--- src/rtl/btb_update_ctrl.sv ---
// Write-side controller for the dual-pipe BTB: merges branch resolutions from
// both EX stages, updates the 2-bit predictor and drains an in-order FIFO into the BTB write port.
module btb_update_ctrl #(
  parameter int         QDEPTH   = 4,
  parameter logic [1:0] ALLOC_ST = 2'b10
) (
  input  logic        Clk,
  input  logic        Reset,
  input  logic        Res0Valid,
  input  logic [31:0] Res0PC,
  input  logic [31:0] Res0Target,
  input  logic        Res0Taken,
  input  logic        Res0Hit,
  input  logic [1:0]  Res0State,
  output logic        Res0Ready,
  input  logic        Res1Valid,
  input  logic [31:0] Res1PC,
  input  logic [31:0] Res1Target,
  input  logic        Res1Taken,
  input  logic        Res1Hit,
  input  logic [1:0]  Res1State,
  output logic        Res1Ready,
  output logic        BtbWe,
  output logic [31:0] BtbPC,
  output logic [31:0] BtbTarget,
  output logic [1:0]  BtbState,
  output logic [2:0]  QCount
);

  localparam int PW = $clog2(QDEPTH);
  localparam logic [PW:0] DEPTH_C = (PW+1)'(QDEPTH);
  localparam logic [PW:0] ONE_C   = (PW+1)'(1);
  localparam logic [PW:0] TWO_C   = (PW+1)'(2);

  typedef struct packed {
    logic [31:0] pc;
    logic [31:0] target;
    logic [1:0]  state;
  } entry_t;

  typedef enum logic {
    IDLE,
    WRITE
  } state_t;

  entry_t       fifo_mem [QDEPTH];
  logic [PW-1:0] wr_ptr;
  logic [PW-1:0] rd_ptr;
  logic [PW:0]   count;
  logic [PW:0]   free_slots;
  state_t        fsm_state;
  logic          enq0;
  logic          enq1;
  logic          deq;

  function automatic logic [1:0] next_pred(input logic hit, input logic taken,
                                           input logic [1:0] cur);
    logic [1:0] res;
    res = ALLOC_ST;
    if (hit && taken)
      res = (cur == 2'b11) ? 2'b11 : cur + 2'b01;
    else if (hit && !taken)
      res = (cur == 2'b00) ? 2'b00 : cur - 2'b01;
    return res;
  endfunction

  // Readiness ignores the filter and any same-cycle pop, so a full queue never overflows.
  always_comb begin
    free_slots = DEPTH_C - count;
    Res0Ready  = !Reset && (free_slots >= ONE_C);
    Res1Ready  = !Reset && (Res0Valid ? (free_slots >= TWO_C) : (free_slots >= ONE_C));
    enq0       = Res0Valid && Res0Ready && (Res0Hit || Res0Taken);
    enq1       = Res1Valid && Res1Ready && (Res1Hit || Res1Taken);
    deq        = (count != '0);
  end

  assign QCount = 3'(count);

  // Pipe 0 is older, so it always takes the lower slot on a dual enqueue.
  always_ff @(posedge Clk) begin
    if (enq0)
      fifo_mem[wr_ptr] <= '{pc: Res0PC, target: Res0Target,
                            state: next_pred(Res0Hit, Res0Taken, Res0State)};
    if (enq1)
      fifo_mem[wr_ptr + PW'(enq0)] <= '{pc: Res1PC, target: Res1Target,
                                       state: next_pred(Res1Hit, Res1Taken, Res1State)};
  end

  always_ff @(posedge Clk) begin
    if (Reset) begin
      wr_ptr    <= '0;
      rd_ptr    <= '0;
      count     <= '0;
      fsm_state <= IDLE;
      BtbWe     <= 1'b0;
      BtbPC     <= '0;
      BtbTarget <= '0;
      BtbState  <= '0;
    end else begin
      wr_ptr <= wr_ptr + PW'(enq0) + PW'(enq1);
      rd_ptr <= rd_ptr + PW'(deq);
      count  <= count + (PW+1)'(enq0) + (PW+1)'(enq1) - (PW+1)'(deq);
      case (fsm_state)
        IDLE: begin
          if (deq) begin
            BtbWe     <= 1'b1;
            BtbPC     <= fifo_mem[rd_ptr].pc;
            BtbTarget <= fifo_mem[rd_ptr].target;
            BtbState  <= fifo_mem[rd_ptr].state;
            fsm_state <= WRITE;
          end else begin
            BtbWe <= 1'b0;
          end
        end
        WRITE: begin
          if (deq) begin
            BtbWe     <= 1'b1;
            BtbPC     <= fifo_mem[rd_ptr].pc;
            BtbTarget <= fifo_mem[rd_ptr].target;
            BtbState  <= fifo_mem[rd_ptr].state;
          end else begin
            BtbWe     <= 1'b0;
            fsm_state <= IDLE;
          end
        end
        default: begin
          BtbWe     <= 1'b0;
          fsm_state <= IDLE;
        end
      endcase
    end
  end

endmodule

--- config.mk ---
export PLATFORM = sky130hd
export DESIGN_NAME = btb_update_ctrl
export DESIGN_NICKNAME = d
export VERILOG_FILES = /design/src/rtl/btb_update_ctrl.sv
export SDC_FILE = /design/constraint.sdc
export NUM_CORES = 1
export LEC_CHECK = 0
export ABC_AREA = 1
export BUFFER_PORTS_ARGS = -buffer_cell sky130_fd_sc_hd__clkbuf_2
export CAP_MARGIN = 25
export CORE_ASPECT_RATIO = 0.5
export CORE_MARGIN = 5
export CORE_UTILIZATION = 50
export DETAILED_ROUTE_END_ITERATION = 10
export PLACE_DENSITY = 0.69
export SLEW_MARGIN = 5
export SYNTH_ARGS = -nofsm -noshare
export SYNTH_HDL_FRONTEND = slang
export SYNTH_SLANG_ARGS = --single-unit
--- constraint.sdc ---
create_clock -name Clk -period 14.1 [get_ports Clk]
set_input_delay 4.23 -clock Clk [delete_from_list [all_inputs] [get_ports Clk]]
set_output_delay 4.23 -clock Clk [all_outputs]
set_load 0.1 [all_outputs]
# After elaboration in Yosys (flattened, before gate mapping)
# Memory sizes are Yosys's and may differ from the RTL's. A register that Yosys moved wholly into a read port is not among the register bits.
# Index checks and enable logic that the tools add are counted.
totals:
  romBits: 0
  latch_bits: 0
  ff_bits: 8
  mem_count: 1
  ram_bits: 264
  out_inout_bits: 72
  input_bits: 140
  word_cells: 54
mem_list:
  columns: ["memory", "words", "width", "read_ports", "rd_clocked_by_memory_dff", "wr", "line", "source"]
  rows:
  - ["fifo_mem", 4, 66, 1, 1, 2, "46", "entry_t fifo_mem [QDEPTH];"]
op_classes:
  n_reduce_logical: 18
  add_sub_neg: 11
  div_mod_pow: 0
  mux: 16
  order_cmp: 2
  bitwise: 0
  shifts: 0
  n_eq_ne: 2
  multipliers: 0
ops:
  columns: ["operator", "count"]
  rows:
  - ["2-bit 2-to-1 mux", 10]
  - ["1-bit logical AND", 10]
  - ["2-bit by 1-bit adder with 2-bit output", 3]
  - ["3-bit by 1-bit adder with 3-bit output", 2]
  - ["1-bit 2-to-1 mux", 6]
  - ["2-bit by 1-bit adder with 2-bit output (second input constant)", 2]
  - ["2-bit == test (second input constant)", 2]
  - ["2-bit zero test", 2]
  - ["2-bit by 1-bit subtractor with 2-bit output (second input constant)", 2]
  - ["3-bit by 1-bit >= comparator with 1-bit output (second input constant)", 1]
  - ["3-bit by 2-bit >= comparator with 1-bit output (second input constant)", 1]
  - ["1-bit zero test", 3]
  - ["3-bit nonzero test", 1]
  - ["3-bit by 1-bit subtractor with 3-bit output", 1]
  - ["3-bit subtractor (first input constant)", 1]
  - ["1-bit logical OR", 2]

# Longest topological paths before layout
# Gate-level depths: netlist (run 1).
logic_depth:
  ltp_word: 8
  depth_mapped: 20
  ltp_nobuf: 18

# Worst setup path before layout (run 1)
# No wires, ideal clock.
synth_path:
  path_kind: "input-to-output"
  startpoint: "in Res0Valid"
  endpoint: "out Res1Ready"
  path_buffers: 1
  setup_slack_ps: 4271
  t_required_ps: 9870
  arrival_time_ps: 5599
  cell_stages: 6
  cell_sequence: "inv_2 > nor2_1 > nand2_1 > nand2_1 > nor2_2 > clkbuf_1"
synth_via:
  elab_chain_cells: 2
synth_lines:
  columns: ["item", "line", "source"]
  rows:
  - ["start: declaration", "9", "input logic Res0Valid,"]
  - ["1-bit 2-to-1 mux", "71", "Res1Ready = !Reset && (Res0Valid ? (free_slots >= TWO_C) : (free_slots >= ONE_C));"]
  - ["1-bit logical AND", "71", null]
  - ["end: declaration", "22", "output logic Res1Ready,"]
# Every way passes these cells.

# Worst setup path in the final report (run 1)
layout_path:
  startpoint: "in Reset"
  endpoint: "out Res1Ready"
layout_via:
  elab_chain_cells: 2
layout_lines:
  columns: ["item", "line", "source"]
  rows:
  - ["start: declaration", "8", "input logic Reset,"]
  - ["1-bit zero test", "71", null]
  - ["1-bit logical AND", "71", null]
# Every way passes these cells.

==> flow_summary.json, run 1 <==
{
  "ant_nets": 0,
  "drcViolationCount": 0,
  "fin_skew_ns": 0.0108,
  "p_int_mw": 2.21,
  "period_share_pct": 74.9,
  "synth_cell_types": 27,
  "die_w_um": 273,
  "p_comb_share_pct": 46.4,
  "areaGrowthSynthToFinish_pct": 12.7,
  "end_kind": "output pin",
  "antenna_found_initial": 5,
  "synth-seq-cells": 338,
  "drtPass1Iterations": 5,
  "hpwl_mm": 26.0,
  "syn_avg_cell_area_um2": 8.35,
  "worst_setup_path_start_kind": "primary input",
  "synth_top_area_cell": "edfxtp_1",
  "ctsResizeCount": 0,
  "pin_count": 212,
  "p_leak_nw": 8.56,
  "slew_viol_final": 0,
  "power_frac_seq_pct": 33.0,
  "initial_core_util_pct": 50.4,
  "synth_top_area_share_pct": 45.9,
  "cts_buffers": 34,
  "cts_tree": "done",
  "grt_max_degree": 115,
  "cap_violations": 0,
  "utilization_pct": 56.8,
  "final.setup.tns_ns": 0,
  "hold_viol": 0,
  "critical_path_arrival_ns": 6.33,
  "syn_nets": 2218,
  "max_freq_ghz": 0.0947,
  "post_cts_buffers": 0,
  "synth-warning-count": 0,
  "slew_headroom_pct": 27.2,
  "hold_path_class": "reg -> reg",
  "yosysSeqAreaShare_pct": 54.5,
  "synthTopCellsByArea": "edfxtp_1 46%, nand2_1 12%, nand4_1 9.7%",
  "p_sw_share_pct": 48.5,
  "die_h_um": 141,
  "drive_gt1_share_pct": 13.8,
  "outcome": "complete, no violations",
  "grt_overflow_total": 0,
  "crit_type": "in -> out",
  "grt_first_pass_wirelength_mm": 78.9,
  "synthMostInstantiatedCell": "nand2_1",
  "die-area_um2": 38600,
  "synth_edf_count": 264,
  "rsz0062_at_grt": "no",
  "numPortBuffers": 211,
  "cp_max_fo": 75,
  "syn_area_um2": 17300,
  "via_per_inst": 5.71,
  "peakVddDrop_v": 0.000123,
  "ys_top_cells_by_count": "551 x nand2_1, 344 x nor2_1, 267 x nand4_1",
  "cts_root_buf": "clkbuf_16",
  "total_power_mw": 4.29,
  "nets": 2308,
  "routabilityCongestion": 0.826,
  "htree_levels": 2,
  "clockBufferDepth": 3,
  "clkTransAtPathRegs_ns": 0.06,
  "power_density_nw_per_um2": 220,
  "drt_iter0_markers": 1645,
  "period_needed_ns": 10.56,
  "worstSkewPairLatency_ns": 0.53,
  "ys.flop_type": "edfxtp_1",
  "power_switching_mw": 2.08,
  "worst_pin_slew_ns": 1.09,
  "pwr-share-clk_pct": 20.6,
  "grt_pass1_vias": 14400,
  "synthCells": 2068,
  "num_rows": 48,
  "worstPathRequired_ns": 9.87,
  "globalRouteTotalUtil_pct": 25.4,
  "finalSetupViolCount": 0,
  "post_drt_wl_per_cell_um": 18.8,
  "async_reset_ff_share_pct": 0,
  "core_area_um2": 34300,
  "vias": 15200,
  "hold_buffers": 0,
  "cts_sinks": 338,
  "totalWireLength_mm": 50.2,
  "nFillCells": 3072
}
kinds of logic after synthesis:
family          share of synthesized area (%)
compound gates                           7.92
simple gates                             29.6
flops                                    54.5
fa+ha+maj                               0.811
buf+inv                                  7.00
xor+xnor                                0.152
state kept, by name, indices dropped and copies added, names as in the netlist:
signal / count
QCount: 3
fifo_mem: 264
fsm_state: 1
rd_ptr: 2
BtbState: 2
BtbTarget: 32
BtbPC: 32
wr_ptr: 2
placed cells by master, fill, tap and decap left out, types with 4 or more instances in the layout:
| cell type | Yosys | final |
|---|---|---|
| buf_4 | 1 | 21 |
| nand2_4 | 0 | 4 |
| diode_2 | 0 | 5 |
| clkbuf_16 | 0 | 37 |
| o21ai_1 | 46 | 46 |
| dfxtp_1 | 74 | 72 |
| edfxtp_1 | 264 | 264 |
| ha_1 | 8 | 7 |
| clkbuf_1 | 77 | 13 |
| nor2_1 | 344 | 344 |
| o21ai_0 | 223 | 223 |
| nor2_4 | 2 | 5 |
| inv_1 | 87 | 85 |
| nand2_1 | 551 | 547 |
| nand4_1 | 267 | 267 |
| clkbuf_8 | 0 | 4 |
| clkbuf_2 | 1 | 210 |
| buf_16 | 0 | 4 |
| clkinv_1 | 0 | 4 |
final cells by class:
class / instances / area (µm²) / area share (%)
Inverter: 89 / 337 / 1.73
Clock inverter: 8 / 37.5 / 0.193
Sequential cell: 338 / 9420 / 48.4
Tap cell: 475 / 594 / 3.05
Multi-Input combinational cell: 1460 / 6720 / 34.5
Antenna cell: 5 / 12.5 / 0.0643
Timing Repair Buffer: 235 / 1320 / 6.77
Clock buffer: 54 / 1030 / 5.29
layer usage:
metal | share of wire (%) | GRT usage, %
met1 | 42 | 33.6
met2 | 48 | 43.3
met3 | 7.5 | 4.09
met4 | 2.1 | 8.58
met5 | 0 | 0
power groups by stage:
stage                     Sequential, mW  Combinational (mW)  Clock, mW
after floorplan                     1.97               0.971          0
after global placement              1.43                1.94          0
after detailed placement            1.44                1.96          0
after CTS                           1.42                1.96      0.898
after global routing                1.44                2.15      0.941
final                               1.41                1.99      0.884
worst max-delay path, cell delays in order:
cell      delay (ns)
buf_4           0.39
inv_1           0.20
nand2_1         0.11
nor2_4          0.78
clkbuf_2        0.61
final timing paths:
kind | start | endpoint | slack (ns) | cells past startpoint
max reg2reg | QCount[1]$_SDFF_PP0_ | fifo_mem[0][18]$_DFFE_PP_ | 9.71 | 19
max | Reset | Res1Ready | 3.54 | 5
min reg2reg | QCount[2]$_SDFF_PP0_ | QCount[2]$_SDFF_PP0_ | 0.53 | 2
min | QCount[2]$_SDFF_PP0_ | QCount[2]$_SDFF_PP0_ | 0.53 | 2
metrics by stage:
step | std cells | hold slack, ns | setup WS, ns | instance area (µm²)
after floorplan | 2068 | 0.527 | 4.27 | 17300
after global placement | 2593 | 0.515 | 3.54 | 18300
after detailed placement | 2594 | 0.506 | 3.54 | 18300
after CTS | 2656 | 0.517 | 3.53 | 19400
after global routing | 2664 | 0.565 | 3.41 | 19500
final | 2664 | 0.527 | 3.54 | 19500
(Power assumes the default switching activity.)
==> inputs of run 2 (changes only) <==
- ABC_AREA: 1 -> 0
- PLACE_DENSITY: 0.69 -> 0.7
- clock period: 14.1 -> 9.8 ns (I/O delays scaled with it)
==> run 2 against run 1 <==
Effect of this change: sequential power is 45% higher; power is 31% higher; worst setup slack worse by 1.3 ns; first-iteration DRC count is 71% lower; clock skew is 0.0020 ns higher; final cell count is 38% lower; via count is 39% lower; wire length is 27% lower; combinational power is 19% higher; critical path type unchanged; largest cell class unchanged.
==> flow_summary.json, run 2 <==
{
  "largest_reg_flops": 264,
  "syn_avg_cell_area_um2": 15.7,
  "cap_violations": 0,
  "outcome": "complete, no violations",
  "nets": 1340,
  "finalSetupViolCount": 0,
  "synthTopCellsByArea": "edfxtp_1 50%, mux2_2 14%, mux4_2 9.5%",
  "worst_pin_slew_ns": 0.968,
  "cp_max_fo": 77,
  "drtPass1Iterations": 5,
  "synthCells": 999,
  "seq_area_um2": 9420,
  "yosysSeqAreaShare_pct": 59.9,
  "numPortBuffers": 211,
  "period_share_pct": 76.8,
  "core_area_um2": 30600,
  "fin_skew_ns": 0.0128,
  "critical_path_arrival_ns": 4.58,
  "final_common_cell": "edfxtp_1",
  "die_h_um": 135,
  "worst_setup_path_start_kind": "primary input",
  "grt_max_degree": 78,
  "ctsResizeCount": 0,
  "reg_top3": "fifo_mem (264), BtbPC (32), BtbTarget (32)",
  "die-area_um2": 35300,
  "totalWireLength_mm": 36.5,
  "total_power_mw": 5.62,
  "syn_nets": 1149,
  "htree_levels": 1,
  "p_leak_nw": 6.79,
  "post_drt_wl_per_cell_um": 22.2,
  "worstPathRequired_ns": 6.86,
  "hold_path_class": "reg -> reg",
  "slew_headroom_pct": 35.5,
  "ys.flop_type": "edfxtp_1",
  "globalRouteTotalUtil_pct": 20.6,
  "pin_count": 212,
  "period_needed_ns": 7.52,
  "hold_buffers": 0,
  "cts_buffers": 31,
  "ant_nets": 0,
  "hold_viol": 0,
  "routabilityCongestion": 0.739,
  "drt_iter0_markers": 477,
  "multi_input_area_um2": 5990,
  "rsz0062_at_grt": "no",
  "power_density_nw_per_um2": 308,
  "syn_area_um2": 15700,
  "final.setup.tns_ns": 0,
  "synth_edf_count": 264,
  "areaGrowthSynthToFinish_pct": 16.1,
  "hpwl_mm": 20.9,
  "antenna_found_initial": 3,
  "synth-seq-cells": 338,
  "post_cts_buffers": 0,
  "nFillCells": 2381,
  "grt_overflow_total": 0,
  "die_w_um": 261,
  "end_kind": "output pin",
  "initial_core_util_pct": 51.3,
  "final_cell_mix": "264 x edfxtp_1, 210 x clkbuf_2, 199 x mux2_2",
  "crit_type": "in -> out",
  "via_per_inst": 5.63,
  "synth_cell_types": 31,
  "worstSkewPairLatency_ns": 0.57,
  "cts_sinks": 338,
  "async_reset_ff_share_pct": 0,
  "top_register": "fifo_mem",
  "grt_first_pass_wirelength_mm": 56.6,
  "num_rows": 45,
  "clkTransAtPathRegs_ns": 0.07,
  "cts_tree": "done",
  "synth-warning-count": 0,
  "vias": 9228,
  "synth_top_area_cell": "edfxtp_1",
  "peakVddDrop_v": 0.000182,
  "drcViolationCount": 0,
  "synthMostInstantiatedCell": "edfxtp_1",
  "max_freq_ghz": 0.133,
  "ys_top_cells_by_count": "264 x edfxtp_1, 199 x mux2_2, 135 x nand2_1",
  "clockBufferDepth": 3,
  "grt_pass1_vias": 10000,
  "drive_gt1_share_pct": 50.1,
  "synth_top_area_share_pct": 50.5,
  "slew_viol_final": 0,
  "cts_root_buf": "clkbuf_16"
}
[run 2: changes by cell type in the layout (fill, tap and decap cells not counted), moves of 65 or more]
cell     previous run  this run
o21ai_0           223         2
mux2_2              0       199
nand2_1           547       135
nand4_1           267         0
a21oi_1             3        68
mux4_2              0        66
inv_1              85        12
nor2_1            344        10
[run 2: final timing paths]
kind	start	cells after the start	to	slack, ns
setup / recovery	Reset	4	Res1Ready	2.28
hold / removal	BtbTarget[24]$_SDFFE_PP0N_	2	BtbTarget[24]$_SDFFE_PP0N_	0.46
setup reg to reg	QCount[1]$_SDFF_PP0_	10	fifo_mem[2][40]$_DFFE_PP_	5.01
hold reg to reg	BtbTarget[24]$_SDFFE_PP0N_	2	BtbTarget[24]$_SDFFE_PP0N_	0.46
[run 2: kinds of logic after synthesis]
family	Yosys count	synth area share (%)
xor+xnor	6	0.334
fa+ha+maj	12	1.02
mux	330	29.7
buf+inv	81	2.51
flops	338	59.9
simple gates	155	4.00
compound gates	77	2.56
[run 2: worst max-delay path, stage by stage]
cell and delay, ns:
buf_4 0.73, a211o_1 0.37, inv_1 0.12, clkbuf_2 0.39
[run 2: area by class of cell]
| type | count | share of cell area, % |
|---|---|---|
| Sequential cell | 338 | 51.6 |
| Multi-Input combinational cell | 580 | 32.8 |
| Timing Repair Buffer | 226 | 6.85 |
| Clock buffer | 45 | 4.98 |
| Tap cell | 423 | 2.90 |
| Clock inverter | 13 | 0.494 |
| Inverter | 13 | 0.268 |
| Antenna cell | 2 | 0.0274 |
[run 2: layer usage]
layer  global-route usage, %  part of all wire (%)
met4                    4.98                   2.2
met1                    24.9                    40
met5                       0                 0.036
met2                    38.5                    53
met3                    3.63                   4.5
[run 2: where the power goes]
group / internal [mW] / total, mW / switching (mW) / leakage [nW]
clock network: 0.667 / 1.20 / 0.528 / 0.501
logic: 0.675 / 2.37 / 1.69 / 3.27
registers: 1.88 / 2.05 / 0.171 / 3.01
[run 2: per-stage QoR]
stage | cell area (µm²) | worst slack, ns | hold slack [ns] | utilization (%) | instances
2_1_floorplan | 15700 | 0.946 | 0.598 | - | 999
3_3_place_gp | 17100 | 2.27 | 0.449 | 55.9 | 1575
3_5_place_dp | 17200 | 2.26 | 0.452 | 56.3 | 1580
4_1_cts | 18200 | 2.27 | 0.462 | 59.5 | 1638
5_1_grt | 18200 | 2.19 | 0.473 | 59.5 | 1640
6_report | 18200 | 2.28 | 0.459 | 59.5 | 1640
